File: src/rtl/alu_pkg.sv
// ============================================================================
//  Module      : alu_pkg
//  Description : Shared ALU control codes, RV32I opcodes and sequencer states.
//  Revision    : 1.0
// ============================================================================
`default_nettype none

package alu_pkg;

    localparam int XLEN_DEF       = 32;
    localparam int ALU_CTRL_W_DEF = 4;

    localparam logic [3:0] ALU_ADD  = 4'd0;
    localparam logic [3:0] ALU_SUB  = 4'd1;
    localparam logic [3:0] ALU_AND  = 4'd2;
    localparam logic [3:0] ALU_OR   = 4'd3;
    localparam logic [3:0] ALU_XOR  = 4'd4;
    localparam logic [3:0] ALU_SLT  = 4'd5;
    localparam logic [3:0] ALU_SLL  = 4'd6;
    localparam logic [3:0] ALU_SRL  = 4'd7;
    localparam logic [3:0] ALU_SRA  = 4'd8;
    localparam logic [3:0] ALU_SLTU = 4'd9;

    localparam logic [6:0] OP_R  = 7'b0110011;
    localparam logic [6:0] OP_I  = 7'b0010011;
    localparam logic [6:0] OP_BR = 7'b1100011;

    typedef enum logic [1:0] {
        ST_IDLE  = 2'd0,
        ST_EXEC1 = 2'd1,
        ST_EXEC2 = 2'd2,
        ST_RESP  = 2'd3
    } state_t;

endpackage

`default_nettype wire

File: src/rtl/alu_op_decode.sv
// ============================================================================
//  Module      : alu_op_decode
//  Description : Combinational opcode/funct3/funct7_5 -> ALU control decode.
//  Revision    : 1.0
// ============================================================================
`default_nettype none

module alu_op_decode
    import alu_pkg::*;
(
    input  logic [6:0] opcode,
    input  logic [2:0] funct3,
    input  logic       funct7_5,
    output logic [3:0] ctrl,
    output logic       is_branch,
    output logic       use_imm,
    output logic       illegal
);

    always_comb begin
        ctrl      = ALU_ADD;
        is_branch = 1'b0;
        use_imm   = 1'b0;
        illegal   = 1'b0;
        case (opcode)
            OP_R, OP_I: begin
                use_imm = (opcode == OP_I);
                case (funct3)
                    3'b000: ctrl = (funct7_5 && !use_imm) ? ALU_SUB : ALU_ADD;
                    3'b001: ctrl = ALU_SLL;
                    3'b010: ctrl = ALU_SLT;
                    3'b011: ctrl = ALU_SLTU;
                    3'b100: ctrl = ALU_XOR;
                    3'b101: ctrl = funct7_5 ? ALU_SRA : ALU_SRL;
                    3'b110: ctrl = ALU_OR;
                    3'b111: ctrl = ALU_AND;
                    default: ctrl = ALU_ADD;
                endcase
                // For I-type, bit 30 is immediate data except on the shift encodings
                if (use_imm)
                    illegal = (funct3 == 3'b001) && funct7_5;
                else
                    illegal = funct7_5 && (funct3 != 3'b000) && (funct3 != 3'b101);
            end
            OP_BR: begin
                is_branch = 1'b1;
                case (funct3[2:1])
                    2'b00:   ctrl = ALU_SUB;
                    2'b10:   ctrl = ALU_SLT;
                    2'b11:   ctrl = ALU_SLTU;
                    default: illegal = 1'b1;
                endcase
            end
            default: illegal = 1'b1;
        endcase
    end

endmodule

`default_nettype wire

File: src/rtl/alu_op_sequencer.sv
// ============================================================================
//  Module      : alu_op_sequencer
//  Description : Issues decoded ops to an external ALU, returns result/branch info.
//  Revision    : 1.0
// ============================================================================
`default_nettype none

module alu_op_sequencer
    import alu_pkg::*;
#(
    parameter int XLEN       = 32,
    parameter int ALU_CTRL_W = 4
) (
    input  logic                  clk,
    input  logic                  reset,
    input  logic                  in_valid,
    output logic                  in_ready,
    input  logic [6:0]            in_opcode,
    input  logic [2:0]            in_funct3,
    input  logic                  in_funct7_5,
    input  logic [XLEN-1:0]       in_rs1,
    input  logic [XLEN-1:0]       in_rs2,
    input  logic [XLEN-1:0]       in_imm,
    input  logic [XLEN-1:0]       in_pc,
    output logic [XLEN-1:0]       alu_a,
    output logic [XLEN-1:0]       alu_b,
    output logic [ALU_CTRL_W-1:0] alu_ctrl,
    input  logic [XLEN-1:0]       alu_result,
    input  logic                  alu_zero,
    output logic                  out_valid,
    input  logic                  out_ready,
    output logic [XLEN-1:0]       out_result,
    output logic                  out_taken,
    output logic [XLEN-1:0]       out_target,
    output logic                  out_illegal
);

    logic [3:0]      w_dec_ctrl;
    logic            w_dec_branch;
    logic            w_dec_use_imm;
    logic            w_dec_illegal;
    logic [3:0]      w_alu_ctrl;
    logic            w_taken;

    state_t          r_state;
    logic [3:0]      r_ctrl;
    logic            r_is_branch;
    logic [2:0]      r_funct3;
    logic            r_taken;
    logic [XLEN-1:0] r_a;
    logic [XLEN-1:0] r_b;
    logic [XLEN-1:0] r_pc;
    logic [XLEN-1:0] r_imm;

    alu_op_decode u_decode (
        .opcode    (in_opcode),
        .funct3    (in_funct3),
        .funct7_5  (in_funct7_5),
        .ctrl      (w_dec_ctrl),
        .is_branch (w_dec_branch),
        .use_imm   (w_dec_use_imm),
        .illegal   (w_dec_illegal)
    );

    assign in_ready = (r_state == ST_IDLE);

    // ALU sees the held op only while a pass is active; otherwise it idles at reset values
    always_comb begin
        alu_a      = '0;
        alu_b      = '0;
        w_alu_ctrl = ALU_ADD;
        case (r_state)
            ST_EXEC1: begin
                alu_a      = r_a;
                alu_b      = r_b;
                w_alu_ctrl = r_ctrl;
            end
            ST_EXEC2: begin
                alu_a      = r_pc;
                alu_b      = r_imm;
                w_alu_ctrl = ALU_ADD;
            end
            default: ;
        endcase
    end

    assign alu_ctrl = ALU_CTRL_W'(w_alu_ctrl);

    // funct3[2] picks the less-than flag over equality; funct3[0] inverts the sense
    assign w_taken = (r_funct3[2] ? alu_result[0] : alu_zero) ^ r_funct3[0];

    always_ff @(posedge clk) begin
        if (reset) begin
            r_state     <= ST_IDLE;
            r_ctrl      <= ALU_ADD;
            r_is_branch <= 1'b0;
            r_funct3    <= '0;
            r_taken     <= 1'b0;
            r_a         <= '0;
            r_b         <= '0;
            r_pc        <= '0;
            r_imm       <= '0;
            out_valid   <= 1'b0;
            out_result  <= '0;
            out_taken   <= 1'b0;
            out_target  <= '0;
            out_illegal <= 1'b0;
        end else begin
            case (r_state)
                ST_IDLE: begin
                    if (in_valid) begin
                        r_ctrl      <= w_dec_ctrl;
                        r_is_branch <= w_dec_branch;
                        r_funct3    <= in_funct3;
                        r_a         <= in_rs1;
                        r_b         <= w_dec_use_imm ? in_imm : in_rs2;
                        r_pc        <= in_pc;
                        r_imm       <= in_imm;
                        if (w_dec_illegal) begin
                            out_valid   <= 1'b1;
                            out_illegal <= 1'b1;
                            out_result  <= '0;
                            out_taken   <= 1'b0;
                            out_target  <= '0;
                            r_state     <= ST_RESP;
                        end else begin
                            r_state <= ST_EXEC1;
                        end
                    end
                end
                ST_EXEC1: begin
                    if (r_is_branch) begin
                        r_taken <= w_taken;
                        r_state <= ST_EXEC2;
                    end else begin
                        out_valid   <= 1'b1;
                        out_result  <= alu_result;
                        out_taken   <= 1'b0;
                        out_target  <= '0;
                        out_illegal <= 1'b0;
                        r_state     <= ST_RESP;
                    end
                end
                ST_EXEC2: begin
                    out_valid   <= 1'b1;
                    out_result  <= '0;
                    out_taken   <= r_taken;
                    out_target  <= alu_result;
                    out_illegal <= 1'b0;
                    r_state     <= ST_RESP;
                end
                ST_RESP: begin
                    if (out_ready) begin
                        out_valid   <= 1'b0;
                        out_result  <= '0;
                        out_taken   <= 1'b0;
                        out_target  <= '0;
                        out_illegal <= 1'b0;
                        r_state     <= ST_IDLE;
                    end
                end
                default: r_state <= ST_IDLE;
            endcase
        end
    end

endmodule

`default_nettype wire

File: config.mk
export PLATFORM = sky130hd
export DESIGN_NAME = alu_op_sequencer
export DESIGN_NICKNAME = d
export VERILOG_FILES = /design/src/rtl/alu_pkg.sv /design/src/rtl/alu_op_decode.sv /design/src/rtl/alu_op_sequencer.sv
export SDC_FILE = /design/constraint.sdc
export NUM_CORES = 1
export LEC_CHECK = 0
export CORE_UTILIZATION = 46
export DETAILED_ROUTE_END_ITERATION = 6
export GPL_TIMING_DRIVEN = 0
export PLACE_DENSITY = 0.9
export SKIP_LAST_GASP = 1
export SLEW_MARGIN = 15
export SYNTH_ARGS = -nofsm -noshare
export SYNTH_HDL_FRONTEND = slang
export SYNTH_HIERARCHICAL = 1
export SYNTH_SLANG_ARGS = --single-unit
File: constraint.sdc
create_clock -name clk -period 2.3 [get_ports clk]
set_input_delay 0.23 -clock clk [delete_from_list [all_inputs] [get_ports clk]]
set_output_delay 0.23 -clock clk [all_outputs]
set_load 0.05 [all_outputs]
Word-level counts from Yosys, hierarchy flattened
Cells that the tools add are included.
Storage, ports and cells
  register bits after elaboration: 206
  output and inout bits: 136
  logic and storage cells: 87
Cells by class
  equal/unequal tests: 20
  multiplexer cells: 37
  bitwise operators: 1
  reductions and logical operators: 15
Operator list (count)
  case mux 32 bit (4 select lines): 2
  two-way mux 32 bit: 6
  case mux 32 bit (2 select lines): 2
  case mux 4 bit (8 select lines): 1
  two-way mux 1 bit: 14
  equality test 3 bit, second input constant: 4
  case mux 1 bit (4 select lines): 3
  case mux 4 bit (3 select lines): 1
  equality test 2 bit, second input constant: 4
  two-way mux 4 bit: 2
  case mux 2 bit (4 select lines): 1
  case mux 4 bit (2 select lines): 1
  equality test 7 x 5 -> 1 bit, second input constant: 1
  equality test 7 x 6 -> 1 bit, second input constant: 1
  equality test 7 bit, second input constant: 1
  equality test 3 x 2 -> 1 bit, second input constant: 2
  two-way mux 2 bit: 3
  inequality test 2 bit, second input constant: 3
  AND reduction 2 bit: 3
  logical AND 1 bit: 4
  zero test 2 bit: 2
  AND reduction 4 bit: 1
  equality test 3 x 1 -> 1 bit, second input constant: 1
  zero test 3 bit: 1
  9 further kinds: 9

Logic depth before layout (Yosys ltp)
Gate-level depths: netlist of the first run.
  depth in word-level cells: 8
  gate-level depth with buffers: 9

By module
Netlist of the first run, hierarchy kept.
By module, submodules not included
  alu_op_sequencer: times used 1, cells an instance 1065, area each 9091.2 um^2, sequential area each 4103.9 um^2
  alu_op_decode: times used 1, cells an instance 34, area each 245.2 um^2, sequential area each 0.0 um^2

Least setup slack after synthesis of the first run
OpenSTA, ideal clock, no wires.
  path kind: reg2out
  start point: register r_state[1]
  end point: output port alu_a[0]
  data arrival time: 1.966 ns
  path slack: 0.104 ns
  stages on the path, launching flop included: 8
  path buffers: 3
  path through: dfxtp_1 > inv_1 > ha_1 > buf_2 > buf_2 > buf_1 > a22oi_1 > nor2b_1
Between the ends
  word-level cells in the longest chain between the ends: 2
  elaborated cells on any way between the ends: 3
Ends and longest elaborated chain
  start: declaration: RTL line alu_op_sequencer.sv:45  | state_t r_state;
  start signal: assignment: RTL line alu_op_sequencer.sv:94  | r_state <= ST_IDLE;
  start signal: assignment: RTL line alu_op_sequencer.sv:125  | r_state <= ST_RESP;
  start signal: assignment: RTL line alu_op_sequencer.sv:127  | r_state <= ST_EXEC1;
  equality test 2 bit or equality test 2 x 1 -> 1 bit (tied branches): RTL line alu_op_sequencer.sv:72  | case (r_state)
  case mux 32 bit (2 select lines) *: RTL line alu_op_sequencer.sv:72
  end: declaration: RTL line alu_op_sequencer.sv:25  | output logic [XLEN-1:0] alu_a,
Mark *: on every way between the ends. The rest lies on a longest branch, timed or not.

Final worst setup path of the first run
  start point: register r_state[1]
  end point: output port alu_b[26]
Between the ends
  word-level cells in the longest chain between the ends: 2
  elaborated cells on any way between the ends: 3
Ends and longest elaborated chain
  equality test 2 bit or equality test 2 x 1 -> 1 bit (tied branches): RTL line alu_op_sequencer.sv:72
  case mux 32 bit (2 select lines) *: RTL line alu_op_sequencer.sv:72
  end: declaration: RTL line alu_op_sequencer.sv:26  | output logic [XLEN-1:0] alu_b,
Marks and branches as above.

==> metrics.md, run 1 <==
| Metric | Value |
|---|---|
| Highest clock rate | `around 430 MHz` |
| Initial antenna violation count | `0` |
| Crit path to | `alu_b[26]` |
| Relative slew slack | `0.494` |
| Synth top area share | `0.440` |
| Final Hold Viols | `0` |
| Ys flop type | `dfxtp_1` |
| Critical path's slowest cell | `dfxtp_4` |
| Post-synth EDFFs | `0` |
| Reg2reg start | `r_state[0]` |
| FP Rows | `slightly above 50` |
| First-pass GRT wire length | `51,100 um` |
| Final min period | `approximately 2.3 ns` |
| Drc violations | `0` |
| Total leakage power | `5.53 nW` |
| Post-route ant nets | `0` |
| Fin Hold WS | `about 0.28 ns` |
| Hold crit path type | `in2reg` |
| Initial Util | `0.475` |
| Sequential cell area | `4110 sq um` |
| Width of the die | `144 um` |
| Setup crit end kind | `primary output` |
| Nets | `around 1.6k` |
| Clk root buf | `clkbuf_16` |
| Total number of vias | `10.2k` |
| WS Path Type | `reg2out` |
| Max Buffers Root-to-Sink | `3` |
| Global placement routability congestion | `0.914` |
| Final period utilization | `1.00` |
| Syn. warnings | `6` |
| IO buf count | `311` |
| Slack of the critical path | `-0.000130 ns` |
| Startpoint types | `flip-flop` |
| Status | `complete, but fails checks` |
| Critical path cell sequence | `inv_2 -> ha_2 -> buf_8 -> buf_12 -> clkbuf_16 -> a22oi_1 -> nor2b_2 -> buf_6` |
| Clk sinks | `205` |
| Number of fill cells | `1,510` |
| GRT Total Usage | `0.314` |
| Hold Buf Count CTS | `0` |
| RSZ-0062 raised after global routing | `yes` |
| Post-Syn Nets | `1,279` |
| Clock buffers created by TritonCTS | `22` |
| Boundary pin count | `roughly 310` |
| Violated checks | `negative setup slack` |
| Max-cap violations | `0` |
| Peak per-stage delay on the critical path | `0.38 ns` |
| Full die area | `20,900 sq um` |
| Required time worst endpoint | `2.07 ns` |
| Sequential fraction of the synthesis area | `0.440` |
| Slew @ Worst Pin | `0.759 ns` |
| Vias in the first global route | `9,852` |
| Reg2reg end | `r_pc[6]` |
| Average size of a mapped cell | `8.50 sq um` |
| Cell area after synthesis | `9340 sq um` |
| R2R cell count | `8` |
| Cell variety after synth | `42` |
| Worst vdd ir | `a little over 600 uV` |
| Clk_lat worst skew | `a little over 0.5 ns` |
| Htree depth | `1` |
| Clock Skew | `between 0.01 and 0.015 ns` |
| Routed wire length | `34,200 um` |
| Starting DRC count in detailed routing | `a little over 700` |
| HPWL after DPL | `24,700 um` |
| Pin count of the biggest net entering global routing | `14` |
| # diodes | `0` |
| CTS clk-pin slew, worst paths | `0.06 ns` |
| Multi-input logic area | `about 4700 sq um` |
| Top-count cell post-synth | `nand2_1` |
| 1st-pass router iterations | `7` |
| Layout cells sized above 1 | `0.153` |
| CP startpoint | `r_state[1]` |
| Setup tns final | `-0.000130 ns` |
| Synthesized instance count | `1,099` |
| PwrDens | `1050 nW/um^2` |
| Flops & latches, synth | `between 200 and 250` |
| Post-synth top area cell | `dfxtp_1` |
| Die H | `144 um` |
| Drt via density | `5.95` |
| CP max FO | `7` |
| DR WL/cell | `around 20 um` |
| Core Region | `roughly 20,000 sq um` |
| Main area contributors after synthesis | `dfxtp_1 (44%), nand2_1 (8.4%), a21oi_1 (7.5%), a22oi_1 (5.1%), nor2b_1 (4.6%)` |
| Critical Path AT | `2.07 ns` |
| Slew Limit Fails | `0` |
| Flop2flop setup slack | `~0.17 ns` |
| CTS tree | `built` |
| Final setup fails | `1` |
| Grt ovf | `0` |
| Area delta synth->final | `47.4%` |
| FFs w/ async S/R, synth | `0` |
| List of most frequent post-synthesis cells | `nand2_1 (210), dfxtp_1 (205), a21oi_1 (139)` |
routing by layer:
layer  global-route usage  vias to the layer above  wire length, um
met2                0.545                      624            16500
met1                0.371                     4821            12800
met5                    0                        -                0
met3               0.0642                      114             3460
met4                0.140                        0             1470
li1                     -                     4657                -
kinds of logic (layout without fill, tap and decap cells):
family	after synthesis	in the layout	share of synthesized area
mux	34	34	0.0365
fa+ha+maj	4	4	0.00536
compound gates	350	350	0.263
simple gates	373	373	0.189
buf+inv	133	487	0.0661
flops	205	205	0.440
per-stage QoR:
stage	instances	total power, W	utilization	cell area [sq um]	worst slack [ns]
2_1_floorplan	1099	0.00831	-	9340	0.104
3_3_place_gp	1675	0.0102	0.650	12800	-0.897
3_5_place_dp	1675	0.0104	0.650	12800	-0.938
4_1_cts	1713	0.0141	0.688	13500	-0.107
5_1_grt	1718	0.0151	0.700	13800	-0.0614
6_report	1718	0.0145	0.700	13800	-0.000130
flip-flops by register name (all words and copies together) (netlist names), 2 cells and up:
signal,cells
r_ctrl,4
out_target,32
r_a,32
r_b,32
out_result,32
r_state,2
r_pc,32
r_imm,32
r_funct3,2
how the worst min path moves through the flow:
stage / from / end / slack (ns) / cells past startpoint
after floorplan: in_rs1[0] / r_a[0] / 0.37 / 2
after CTS: in_pc[31] / r_pc[31] / 0.27 / 3
final: in_pc[8] / r_pc[8] / 0.28 / 3
after global routing: in_rs1[16] / r_a[16] / 0.29 / 3
after detailed placement: r_imm[10] / r_imm[10] / 0.45 / 2
after global placement: r_ctrl[1] / r_ctrl[1] / 0.44 / 2
what timing repair did:
item	4_1_cts	5_1_grt
pin swaps	1	1
setup endpoints to repair	104	112
resized for setup	476	63
setup buffers	1	3
gates cloned	0	2
cell type report:
class,count,share of cell area
timing repair buffer,317,0.228
buffer,126,0.0523
tap,265,0.0241
inverter,5,0.00136
sequential,205,0.298
clock buffer,30,0.0474
multi-input combinational,761,0.345
clock inverter,9,0.00354
where the power goes:
group / leakage, nW / internal [W] / switching, W / total [W]
logic: 3.49 / 0.00249 / 0.00399 / 0.00648
registers: 1.68 / 0.00417 / 0.000386 / 0.00456
clock network: 0.357 / 0.00198 / 0.00147 / 0.00345
worst max-delay path, delay by kind of cell (launching register included):
| family | cells | cell delay [ns] |
|---|---|---|
| AND/OR/NAND/NOR | 1 | 0.09 |
| AO/OA/AOI/OAI | 1 | 0.24 |
| flip-flops | 1 | 0.38 |
| adder cells (fa/ha/maj) | 1 | 0.18 |
| buffers and inverters | 5 | 0.65 |
cell usage in the layout, fill, tap and decap left out, types with 2 or more instances in the layout:
| cell | count |
|---|---|
| a22oi_1 | 53 |
| clkbuf_4 | 15 |
| buf_1 | 2 |
| a211oi_1 | 35 |
| nor3_1 | 3 |
| clkbuf_1 | 52 |
| clkbuf_8 | 7 |
| nand2_1 | 210 |
| clkinv_2 | 8 |
| o311a_1 | 33 |
| nand4_1 | 34 |
| mux2i_1 | 34 |
| buf_4 | 41 |
| dfxtp_1 | 203 |
| a41o_1 | 33 |
| a22oi_2 | 11 |
| buf_12 | 3 |
| nand3_1 | 2 |
| buf_8 | 2 |
| o31ai_1 | 35 |
| nand4b_1 | 2 |
| or4_1 | 3 |
| nor4bb_1 | 2 |
| inv_2 | 2 |
| nor2b_1 | 56 |
| nor2b_2 | 11 |
| nor2_1 | 35 |
| nand3b_1 | 2 |
| clkbuf_16 | 25 |
| nor2b_4 | 2 |
| buf_6 | 36 |
| inv_1 | 3 |
| clkbuf_2 | 2 |
| buf_2 | 45 |
| ha_4 | 2 |
| a21oi_1 | 139 |
| and2_1 | 6 |
| clkdlybuf4s50_1 | 242 |
Power figures use the tool's default switching activity.
==> inputs of run 2 (changes only) <==
- CORE_ASPECT_RATIO: default -> 0.5
==> run 2 against run 1 <==
The flow now finishes without violations. Core utilization down 1.5 points. Sequential share of layout area up 0.60 points. Final cell count down 0.35%. Final area down 2.0%. Hold slack better by 0.0096 ns. Clock power down 5%. Count of clock-buffer cells in the layout down 1. Global-route usage down 0.98 points. Fmax up 1.3%. Critical path depth unchanged. Flip-flop and latch count unchanged.
==> metrics.md, run 2 (same netlist as run 1, synthesis figures left out) <==
| Metric | Value |
|---|---|
| Placed cell count | `1,676 (was 1,675)` |
| Full die area | `20,900 sq um (about the same)` |
| Core Region | `19,700 sq um (about the same)` |
| Cell family with most CP delay | `buffers and inverters (unchanged)` |
| Hold Path Depth | `3 (unchanged)` |
| Non-filler cells, final | `1,712 (was 1,718)` |
| Commonest non-fill, non-tap cell in the layout | `clkdlybuf4s50_1 (unchanged)` |
| Boundary pin count | `312 (unchanged)` |
| WP buf/inv | `5 (unchanged)` |
| Drc violations | `0 (unchanged)` |
| Highest clock rate | `440 MHz (was 435 MHz)` |
| Max-cap violations | `0 (unchanged)` |
| CP max FO | `7 (unchanged)` |
| Clock buffers created by TritonCTS | `19 (was 22)` |
| Layout cells sized above 1 | `0.140 (was 0.153)` |
| Reg2reg start | `r_state[0] (unchanged)` |
| Total power | `0.0141 W (was 0.0145 W)` |
| Reg2reg end | `r_a[26] (was r_pc[6])` |
| Critical Path AT | `2.04 ns (was 2.07 ns)` |
| Relative slew slack | `0.527 (was 0.494)` |
| Final Core Density | `0.685 (was 0.700)` |
| Final Hold Viols | `0 (unchanged)` |
| First-pass GRT wire length | `50,500 um (was 51,100 um)` |
| Routed wire length | `33,500 um (was 34,200 um)` |
| Critical path cell sequence | `inv_2 -> ha_1 -> buf_6 -> buf_12 -> buf_4 -> a22oi_1 -> nor2b_1 -> buf_2 (was inv_2 -> ha_2 -> buf_8 -> buf_12 -> clkbuf_16 -> a22oi_1 -> nor2b_2 -> buf_6)` |
| Hold wc startpoint | `in_rs1[5] (was in_pc[8])` |
| Clk root buf | `clkbuf_16 (unchanged)` |
| Clock Skew | `0.0130 ns (was 0.0145 ns)` |
| DR WL/cell | `19.5 um (was 19.9 um)` |
| Final setup fails | `0 (was 1)` |
| Initial Util | `0.474 (was 0.475)` |
| Clk sinks | `205 (unchanged)` |
| Initial antenna violation count | `0 (unchanged)` |
| Clk_lat worst skew | `0.49 ns (was 0.51 ns)` |
| Endpoint, Worst Hold | `r_a[5] (was r_pc[8])` |
| Nets | `1,614 (was 1,618)` |
| Hold Buf Count CTS | `0 (unchanged)` |
| Starting DRC count in detailed routing | `820 (was 725)` |
| Width of the die | `203 um (was 144 um)` |
| R2R cell count | `8 (unchanged)` |
| Slew @ Worst Pin | `0.710 ns (was 0.759 ns)` |
| Final period utilization | `0.987 (was 1.00)` |
| Startpoint types | `flip-flop (unchanged)` |
| Flop2flop setup slack | `0.13 ns (was 0.17 ns)` |
| Status | `completed (was complete, but fails checks)` |
| Htree depth | `1 (unchanged)` |
| Total leakage power | `5.43 nW (was 5.53 nW)` |
| Commonest cells after routing, fill and taps aside | `clkdlybuf4s50_1 (243), nand2_1 (210), dfxtp_1 (203) (was clkdlybuf4s50_1 (242), nand2_1 (210), dfxtp_1 (203))` |
| Global placement routability congestion | `0.899 (was 0.914)` |
| Hold crit path type | `in2reg (unchanged)` |
| Slack of the critical path | `0.0288 ns (was -0.000130 ns)` |
| PwrDens | `1040 nW/um^2 (was 1050 nW/um^2)` |
| FP Rows | `36 (was 51)` |
| CTS tree | `built (unchanged)` |
| HPWL after DPL | `24,200 um (was 24,700 um)` |
| Grt ovf | `0 (unchanged)` |
| Top sig layer | `met4 (unchanged)` |
| DP Worst Slack | `-0.698 ns (was -0.938 ns)` |
| Area delta synth->final | `44.5% (was 47.4%)` |
| Met1 wire length | `13,200 um (was 12,800 um)` |
| Met3 routed WL | `2810 um (was 3460 um)` |
| Worst vdd ir | `551 uV (was 609 uV)` |
| # diodes | `0 (unchanged)` |
| Critical path's slowest cell | `dfxtp_4 (unchanged)` |
| RSZ-0062 raised after global routing | `yes (unchanged)` |
| Vias in the first global route | `9,787 (was 9,852)` |
| Pin count of the biggest net entering global routing | `16 (was 14)` |
| Drt via density | `6.00 (was 5.95)` |
| Setup crit end kind | `primary output (unchanged)` |
| Die H | `103 um (was 144 um)` |
| GRT Total Usage | `0.304 (was 0.314)` |
| Slew Limit Fails | `0 (unchanged)` |
| WS Path Type | `reg2out (unchanged)` |
| Final min period | `2.27 ns (was 2.30 ns)` |
| 1st-pass router iterations | `6 (was 7)` |
| Peak per-stage delay on the critical path | `0.38 ns (about the same)` |
| IO buf count | `311 (unchanged)` |
| CTS clk-pin slew, worst paths | `0.07 ns (was 0.06 ns)` |
| Post-route ant nets | `0 (unchanged)` |
| Total number of vias | `10.3k (was 10.2k)` |
| Met2 WL | `16,000 um (was 16,500 um)` |
| Required time worst endpoint | `2.07 ns (about the same)` |
| Max Buffers Root-to-Sink | `3 (unchanged)` |
-- run 2: cell types whose count changed in the layout (fill, tap and decap cells not counted), moves of 8 or more --
cell and delta:
buf_4 -10, clkbuf_4 +11, buf_6 -16, buf_2 +17
nor2b_1 +10, nor2b_2 -8
-- run 2: layout make-up --
type	count	area, sq um
plain buffers	126	703
clock buffers	29	593
clock inverters	4	48.8
fillers	1518	6190
inverters	5	18.8
multi-input cells	761	4700
flip-flops and latches	205	4110
well taps	266	333
repair buffers	316	2980
-- run 2: worst max-delay path by stage --
stage	startpoint	to	slack, ns	cells past startpoint
final	r_state[1]	alu_a[10]	0.03	8
after detailed placement	r_state[0]	alu_a[12]	-0.70	6
after global routing	r_state[1]	alu_a[12]	-0.05	7
after floorplan	r_state[1]	alu_a[0]	0.10	7
after global placement	r_state[0]	alu_a[12]	-0.66	6
after CTS	r_state[0]	alu_a[12]	-0.06	5
-- run 2: where the power goes --
part	switching, W	internal, W
logic	0.00394	0.00230
clock network	0.00139	0.00189
registers	0.000366	0.00417
total	0.00570	0.00837
-- run 2: tightest hold or removal path: cells and delay by family --
family	cells	cell delay, ns
buffers and inverters	1	0.40
and+or+nand+nor	1	0.06
AOI/OAI and AO/OA	1	0.05
-- run 2: metal layers --
metal / track usage / vias up
met1: 0.384 / 4896
met4: 0.134 / 0
met2: 0.521 / 613
li1: - / 4649
met3: 0.0499 / 120
met5: 0 / -
-- run 2: repair_timing --
item	CTS	global route
buffers inserted	0	5
setup endpoints to repair	78	121
pin swaps	0	1
resized for setup	430	46
-- run 2: stage by stage --
stage / instance area, sq um / setup TNS [ns] / hold WS [ns]
CTS: 13300 / -0.252 / 0.274
floorplan: 9340 / 0 / 0.366
finish: 13500 / 0 / 0.289
detailed placement: 12800 / -95.20 / 0.446
global route: 13500 / -0.257 / 0.294
global placement: 12800 / -85.09 / 0.442
==> inputs of run 3 (changes only) <==
- CORE_MARGIN: default -> 1
==> results of run 3 <==
Same layout as run 2: the final DEF is identical, and so are final timing and power.
